## config.mk

```make
export PLATFORM = sky130hd
export DESIGN_NAME = cpu6_mmu_bus
export DESIGN_NICKNAME = d
export VERILOG_FILES = /design/src/rtl/cpu6_mmu_bus.sv
export SDC_FILE = /design/constraint.sdc
export NUM_CORES = 1
export LEC_CHECK = 0
export ABC_AREA = 1
export BUFFER_PORTS_ARGS = -buffer_cell sky130_fd_sc_hd__buf_2
export CORE_ASPECT_RATIO = 1.4
export CORE_MARGIN = 3
export CORE_UTILIZATION = 45
export DETAILED_ROUTE_END_ITERATION = 10
export PLACE_DENSITY = 0.66
export RECOVER_POWER = 25
export SLEW_MARGIN = 10
export SYNTH_ARGS = -nofsm -noshare
export SYNTH_HDL_FRONTEND = slang
export SYNTH_SLANG_ARGS = --single-unit
```

## constraint.sdc

```tcl
create_clock -name clock -period 6.3 [get_ports clock]
set_input_delay 0.63 -clock clock [delete_from_list [all_inputs] [get_ports clock]]
set_output_delay 0.63 -clock clock [all_outputs]
set_load 0.01 [all_outputs]
```

## src/rtl/cpu6_mmu_bus.sv

```systemverilog
// CPU6 memory-management and bus sequencer: page-table translation, protected-write
// blocking with a sticky fault, and a wait-state/acknowledge external bus cycle.
module cpu6_mmu_bus #(
  parameter int unsigned WAIT_STATES = 1,
  parameter logic [6:0]  IO_FRAME    = 7'h7F
) (
  input  logic        clock,
  input  logic        reset,
  input  logic        cpu_req,
  input  logic        cpu_we,
  input  logic [15:0] cpu_addr,
  input  logic [7:0]  cpu_wdata,
  output logic [7:0]  cpu_rdata,
  output logic        cpu_ready,
  output logic        busy,
  input  logic        pt_we,
  input  logic [3:0]  pt_index,
  input  logic [7:0]  pt_wdata,
  input  logic        fault_clr,
  output logic [18:0] mem_addr,
  output logic [7:0]  mem_wdata,
  output logic        mem_rd,
  output logic        mem_wr,
  output logic        io_sel,
  input  logic [7:0]  mem_rdata,
  input  logic        mem_ack,
  output logic        fault,
  output logic [15:0] fault_addr
);

  typedef enum logic [1:0] {IDLE, XLATE, ACCESS, DONE} state_t;

  state_t      state_reg;
  logic [15:0] addr_reg;
  logic        we_reg;
  logic [7:0]  wdata_reg;
  logic [3:0]  wait_cnt_reg;
  logic [7:0]  rdata_reg;
  logic        ready_reg;
  logic        busy_reg;
  logic [18:0] mem_addr_reg;
  logic [7:0]  mem_wdata_reg;
  logic        mem_rd_reg;
  logic        mem_wr_reg;
  logic        io_sel_reg;
  logic        fault_reg;
  logic [15:0] fault_addr_reg;

  logic [7:0]  pt_reg [16];
  logic [7:0]  pt_entry;

  // Each entry resets to an identity mapping of its own index, unprotected.
  generate
    for (genvar gi = 0; gi < 16; gi++) begin : g_pt
      always_ff @(posedge clock or posedge reset) begin
        if (reset)
          pt_reg[gi] <= {4'b0000, 4'(gi)};
        else if (pt_we && pt_index == 4'(gi))
          pt_reg[gi] <= pt_wdata;
      end
    end
  endgenerate

  // A same-cycle pt_we lands at the edge, so XLATE always sees the old entry.
  assign pt_entry = pt_reg[addr_reg[15:12]];

  always_ff @(posedge clock or posedge reset) begin
    if (reset) begin
      state_reg      <= IDLE;
      addr_reg       <= '0;
      we_reg         <= 1'b0;
      wdata_reg      <= '0;
      wait_cnt_reg   <= '0;
      rdata_reg      <= '0;
      ready_reg      <= 1'b0;
      busy_reg       <= 1'b0;
      mem_addr_reg   <= '0;
      mem_wdata_reg  <= '0;
      mem_rd_reg     <= 1'b0;
      mem_wr_reg     <= 1'b0;
      io_sel_reg     <= 1'b0;
      fault_reg      <= 1'b0;
      fault_addr_reg <= '0;
    end else begin
      ready_reg <= 1'b0;
      if (fault_clr)
        fault_reg <= 1'b0;
      case (state_reg)
        IDLE, DONE: begin
          if (cpu_req) begin
            addr_reg  <= cpu_addr;
            we_reg    <= cpu_we;
            wdata_reg <= cpu_wdata;
            busy_reg  <= 1'b1;
            state_reg <= XLATE;
          end else begin
            busy_reg  <= 1'b0;
            state_reg <= IDLE;
          end
        end
        XLATE: begin
          if (we_reg && pt_entry[7]) begin
            // Set after the clear above so a coincident new fault wins.
            fault_reg <= 1'b1;
            if (!fault_reg)
              fault_addr_reg <= addr_reg;
            ready_reg <= 1'b1;
            busy_reg  <= 1'b0;
            state_reg <= DONE;
          end else begin
            wait_cnt_reg  <= 4'(WAIT_STATES);
            mem_addr_reg  <= {pt_entry[6:0], addr_reg[11:0]};
            mem_wdata_reg <= wdata_reg;
            mem_rd_reg    <= ~we_reg;
            mem_wr_reg    <= we_reg;
            io_sel_reg    <= (pt_entry[6:0] == IO_FRAME);
            state_reg     <= ACCESS;
          end
        end
        ACCESS: begin
          if (wait_cnt_reg != 4'd0) begin
            wait_cnt_reg <= wait_cnt_reg - 4'd1;
          end else if (mem_ack) begin
            if (!we_reg)
              rdata_reg <= mem_rdata;
            mem_rd_reg <= 1'b0;
            mem_wr_reg <= 1'b0;
            io_sel_reg <= 1'b0;
            ready_reg  <= 1'b1;
            busy_reg   <= 1'b0;
            state_reg  <= DONE;
          end
        end
        default: state_reg <= IDLE;
      endcase
    end
  end

  assign cpu_rdata  = rdata_reg;
  assign cpu_ready  = ready_reg;
  assign busy       = busy_reg;
  assign mem_addr   = mem_addr_reg;
  assign mem_wdata  = mem_wdata_reg;
  assign mem_rd     = mem_rd_reg;
  assign mem_wr     = mem_wr_reg;
  assign io_sel     = io_sel_reg;
  assign fault      = fault_reg;
  assign fault_addr = fault_addr_reg;

endmodule

```

Word-level counts from Yosys, hierarchy flattened
Index checks and enable logic that the tools add are counted.
{"block": "totals", "word_cells": 121, "register_bits": 216, "out_inout_bits": 57, "inputBits": 51}
{"block": "classes", "n_reduce_logical": 30, "bitwise_logic": 5, "n_lt_le_gt_ge": 1, "mux": 29, "eq_ne": 24, "n_addsub": 1}
{"op": "$bmux W8 S4", "n": 1}
{"op": "$eq A4 B4 Y1 const B", "n": 8}
{"op": "$logic_and A1 B1 Y1", "n": 17}
{"op": "$eq A4 B3 Y1 const B", "n": 4}
{"op": "$mux W8", "n": 2}
{"op": "$mux W1", "n": 15}
{"op": "$ne A2 B2 Y1 const B", "n": 5}
{"op": "$reduce_and A3 Y1", "n": 3}
{"op": "$eq A4 B2 Y1 const B", "n": 2}
{"op": "$mux W4", "n": 2}
{"op": "$pmux W1 S2", "n": 4}
{"op": "$pmux W4 S2", "n": 1}
{"op": "$reduce_and A4 Y1", "n": 2}
{"op": "$eq A7 B7 Y1 const B", "n": 1}
{"op": "$pmux W2 S3", "n": 1}
{"op": "$reduce_and A2 Y1", "n": 3}
{"op": "$ge A5 B5 Y1 const B", "n": 1}
{"op": "$not A4 Y5", "n": 1}
{"op": "$eq A2 B2 Y1 const B", "n": 2}
{"op": "$eq A4 B1 Y1 const B", "n": 1}
{"op": "$logic_not A4 Y1", "n": 1}
{"op": "$mux W2", "n": 2}
{"op": "$not A1 Y1", "n": 4}
{"op": "$reduce_bool A4 Y1", "n": 1}
{"op": "6 further kinds", "n": 6}

Longest topological paths before layout
{"block": "depth", "word_depth": 7, "depth_mapped": 14, "mapped_depth_nobuf": 12}

Least setup slack after synthesis
Ideal clock, no wire load.
{"block": "synth_timing", "path_kind": "register to register", "startpoint": "register state_reg[0]", "endpoint": "register addr_reg[0]", "path_stages_with_launch": 7, "setup_time_ns": 0.133, "slack_ns": 4.589, "period_less_slack_ns": 1.711, "arrival_ns": 1.579, "required_time_ns": 6.167, "path_buffers": 2, "path_cell_list": "dfrtp_1 > inv_1 > ha_1 > nand2_1 > clkbuf_1 > clkbuf_1 > a21oi_1"}
{"block": "synth_via", "elab_chain_cells": 3, "elab_cells_between_ends": 4, "classes_between": "eq/ne: 1; reduce/logical: 3"}
{"item": "from (decl)", "line_no": "33", "rtl": "state_t state_reg;"}
{"item": "from (signal assigned)", "line_no": "69", "rtl": "state_reg <= IDLE;"}
{"item": "from (signal assigned)", "line_no": "95", "rtl": "state_reg <= XLATE;"}
{"item": "from (signal assigned)", "line_no": "98", "rtl": "state_reg <= IDLE;"}
{"item": "$eq A2 B2 Y1 / $logic_not A2 Y1 (equally long branches)", "line_no": "88", "rtl": "case (state_reg)"}
{"item": "$reduce_or A2 Y1 *", "line_no": "88"}
{"item": "$reduce_and A2 Y1 (no line) *"}
{"item": "to (signal assigned)", "line_no": "91", "rtl": "addr_reg <= cpu_addr;"}
{"item": "to (decl)", "line_no": "34", "rtl": "logic [15:0] addr_reg;"}
Every way passes the cells marked *; elsewhere a longest branch is shown, timed or not.
A chain may end at the register's enable or synchronous reset.

Worst setup path after layout
{"block": "layout_timing", "startpoint": "register addr_reg[12]", "endpoint": "register busy_reg (netlist: busy)"}
{"block": "layout_via", "elab_chain_cells": 7}
{"item": "$not A4 Y5 (implied by the code)", "line_no": "65", "rtl": "assign pt_entry = pt_reg[addr_reg[15:12]];"}
{"item": "$bmux W8 S4", "line_no": "65"}
{"item": "$mux W8 (implied by the code) (2 in a row)", "line_no": "65"}
{"item": "$logic_and A1 B1 Y1", "line_no": "102", "rtl": "if (we_reg && pt_entry[7]) begin"}
{"item": "$ne A2 B2 Y1 (no line)"}
{"item": "$reduce_and A3 Y1 (no line)"}
{"item": "to (signal assigned)", "line_no": "76", "rtl": "busy_reg <= 1'b0;"}
{"item": "to (signal assigned)", "line_no": "97", "rtl": "busy_reg <= 1'b0;"}
{"item": "to (signal assigned)", "line_no": "108", "rtl": "busy_reg <= 1'b0;"}
{"item": "to (decl)", "line_no": "40", "rtl": "logic busy_reg;"}
No other way between the ends. The select of a mux whose other input is x is not followed.

==> impl_metrics.toml <==
[synthesis]
synth-seq-cells = 216
synth_top_area_cell = "dfrtp_1"
syn_nets = 1164
avgSynthCellArea_sq_um = 8.66
syn_inst = 1110
ys_warn_count = 0
synth.top_cell.area_share_pct = 47.9
yosysSeqAreaShare_pct = 56.6
synth_area_sq_mm = 0.00962
post_synth_num_cell_types = 30
synth.area.top_cells = "dfrtp_1 48%, nand2_1 12%, dfstp_2 8.7%"

[sta]
rsz0062_at_grt = "false"
fmax_mhz = 361
slew_headroom_pct = -39.1
fin_crit_ps = 2770
hold_viol = 0
fin_crit_sh_pct = 44.0
setup_tns_ps = 0
fin_hold_ws_ps = 300
setup_violations = 0
tightestPinTransition_ps = 2070
drv_slew = 47
clock_skew_ps = 7.28

[cts]
h-tree-depth = 1
cts_root_buffer = "clkbuf_16"
postCtsHoldBufs = 0
clock_latency_ps = 500
cts_tree = "built"
postCtsSetupBuffers = 0
clkTransAtPathRegs_ps = 60
cts-buffers-inserted = 21
cts_resized = 0
cts_sinks = 216
cts_buffer_depth = 3

[cells_and_area]
final_core_util_pct = 52.2
drive_above_1_share_pct = 16.1
syn_to_final_growth_pct = 12.9
largest_reg_flops = 128
fin_nets = 1237
antenna_cells = 0

[detailed_routing]
totalWireLength_microns = 23200
first_iter_violations = 426
wire_per_inst_microns = 15.9
routed-wl-met2_microns = 11400
dr.pass1.iters = 5
ant_nets = 0
vias = 7575
highest_layer = "met4"
vias_per_cell = 5.21
route.met3.wl_microns = 1130
drcViolationCount = 0
m1WireLength_microns = 9900

[min_path]
min_path_type = "in2reg"

[place]
portBuffers = 107
dp_hpwl_microns = 15500
place_congestion = 0.825

[setup_path]
start_kind = "register"
worstSetupPathType = "reg2reg"
cp_max_fo = 50
end_kind = "register"
crit_required_ps = 6680
r2r_setup_slack_ps = 3530
arrival_ps = 3150

[power_and_ir_drop]
p_int_mw = 3.27
ir_drop_v = 0.000231
switching_power_mw = 2.03
netSwitchingFraction_pct = 38.3
power_frac_seq_pct = 40.6
p_comb_share_pct = 35.6
powerDensity_mw_per_mm2 = 488
power.leakage_nw = 5.32
p_clk_share_pct = 23.7
total_power_mw = 5.29

[floorplan]
core_area_sq_mm = 0.0208
die_h_microns = 179
ios = 108
dieArea_sq_mm = 0.0232
initial_core_util_pct = 46.3
placementRows = 62
die_w_microns = 130

[flow_run]
drv_cap = 1

[global_routing]
grt_first_pass_wirelength_microns = 37000
grt_max_degree = 171
grt_use_total_pct = 19.8
antenna_found_initial = 0
grt_pass1_vias = 7220
overflow = 0

[status]
violations = "capacitance limit, slew limit"
status = "finished with violations"
-- power by group through the flow --
stage                     clock network, mW  logic (mW)  registers (mW)
after floorplan                           0        1.39            2.15
after global placement                    0        1.85            2.16
after detailed placement                  0        1.91            2.17
after CTS                              1.29        1.92            2.15
after global routing                   1.34        2.16            2.21
final                                  1.26        1.89            2.15
-- stage by stage --
| stage | instance area, sq um | setup slack [ps] | std cells |
|---|---|---|---|
| 6_report | 10900 | 3530 | 1454 |
| 5_1_grt | 10900 | 3250 | 1454 |
| 4_1_cts | 10900 | 3530 | 1454 |
| 3_5_place_dp | 10200 | 3540 | 1416 |
| 3_3_place_gp | 10200 | 3600 | 1416 |
| 2_1_floorplan | 9620 | 2880 | 1110 |
-- Yosys cell counts, drive strengths merged --
master	number
mux2	16
nand3	95
dfrtp	184
ha	3
nand4	3
o31ai	1
dfstp	32
clkbuf	25
clkinv	1
inv	106
nand2	306
or2	10
nor2	65
buf	37
a21oi	32
o211ai	22
o21ai	172
-- logic make-up after synthesis --
family / count (synthesis) / synth area share [%]
mux: 16 / 1.87
buf+inv: 169 / 7.76
fa+ha+maj: 3 / 0.390
compound gates: 227 / 12.5
simple gates: 479 / 20.9
flops: 216 / 56.6
-- layer usage --
metal,vias up,track usage [%]
met4,0,7.24
met3,51,2.74
met5,-,0
li1,3719,-
met2,196,34.3
met1,3609,25.3
-- cell type report --
cell class                      instances  area, sq um
Timing Repair Buffer                  112          566
Inverter                              107          405
Multi-Input combinational cell        725         3420
Sequential cell                       216         5450
Tap cell                              256          320
Clock inverter                          2         13.8
Clock buffer                           36          682
Fill cell                            1961         9930
-- final timing paths --
kind | startpoint | to | cells after the start
max reg2reg | addr_reg[12]$_DFFE_PP0P_ | busy$_DFFE_PP0P_ | 11
min | fault_clr | fault$_DFF_PP0_ | 2
min reg2reg | mem_wdata[7]$_DFFE_PP0P_ | mem_wdata[7]$_DFFE_PP0P_ | 2
max in group asynchronous | reset | addr_reg[12]$_DFFE_PP0P_ | 3
min in group asynchronous | reset | pt_reg[71]$_DFFE_PP0P_ | 2
max | addr_reg[12]$_DFFE_PP0P_ | busy$_DFFE_PP0P_ | 11
-- worst max-delay path, cell delays in order, from the launching register on --
cell and delay, ps:
dfrtp_2 900, inv_4 320, nand2_1 150, nand3_1 70
nand3_1 120, nand3_2 90, nand2_2 150, nand2_4 160
nand2_4 380, nand2_2 110, nand2_1 90, o21ai_2 50
-- placed cells by master, fill, tap and decap left out, types with 2 or more instances in the layout --
cell type  netlist  routed
a21oi_1         32      32
clkbuf_8         0      10
or2_2            2       2
ha_1             3       3
buf_2           19      91
o21ai_0        143     143
mux2_2          16      16
clkbuf_1        23      21
dfstp_2         32      32
o21ai_1         28      28
nand3_1         90      90
dfrtp_1        184     183
nand2_2          2       2
inv_1          105     104
nand2_4          2       2
or2_1            3       3
nand3_2          5       5
nand4_1          2       2
nand2_1        302     302
nor2_1          65      65
clkbuf_16        0      21
o211ai_1        22      22
or2_0            5       5
buf_4            6       4
(Power assumes the default switching activity.)
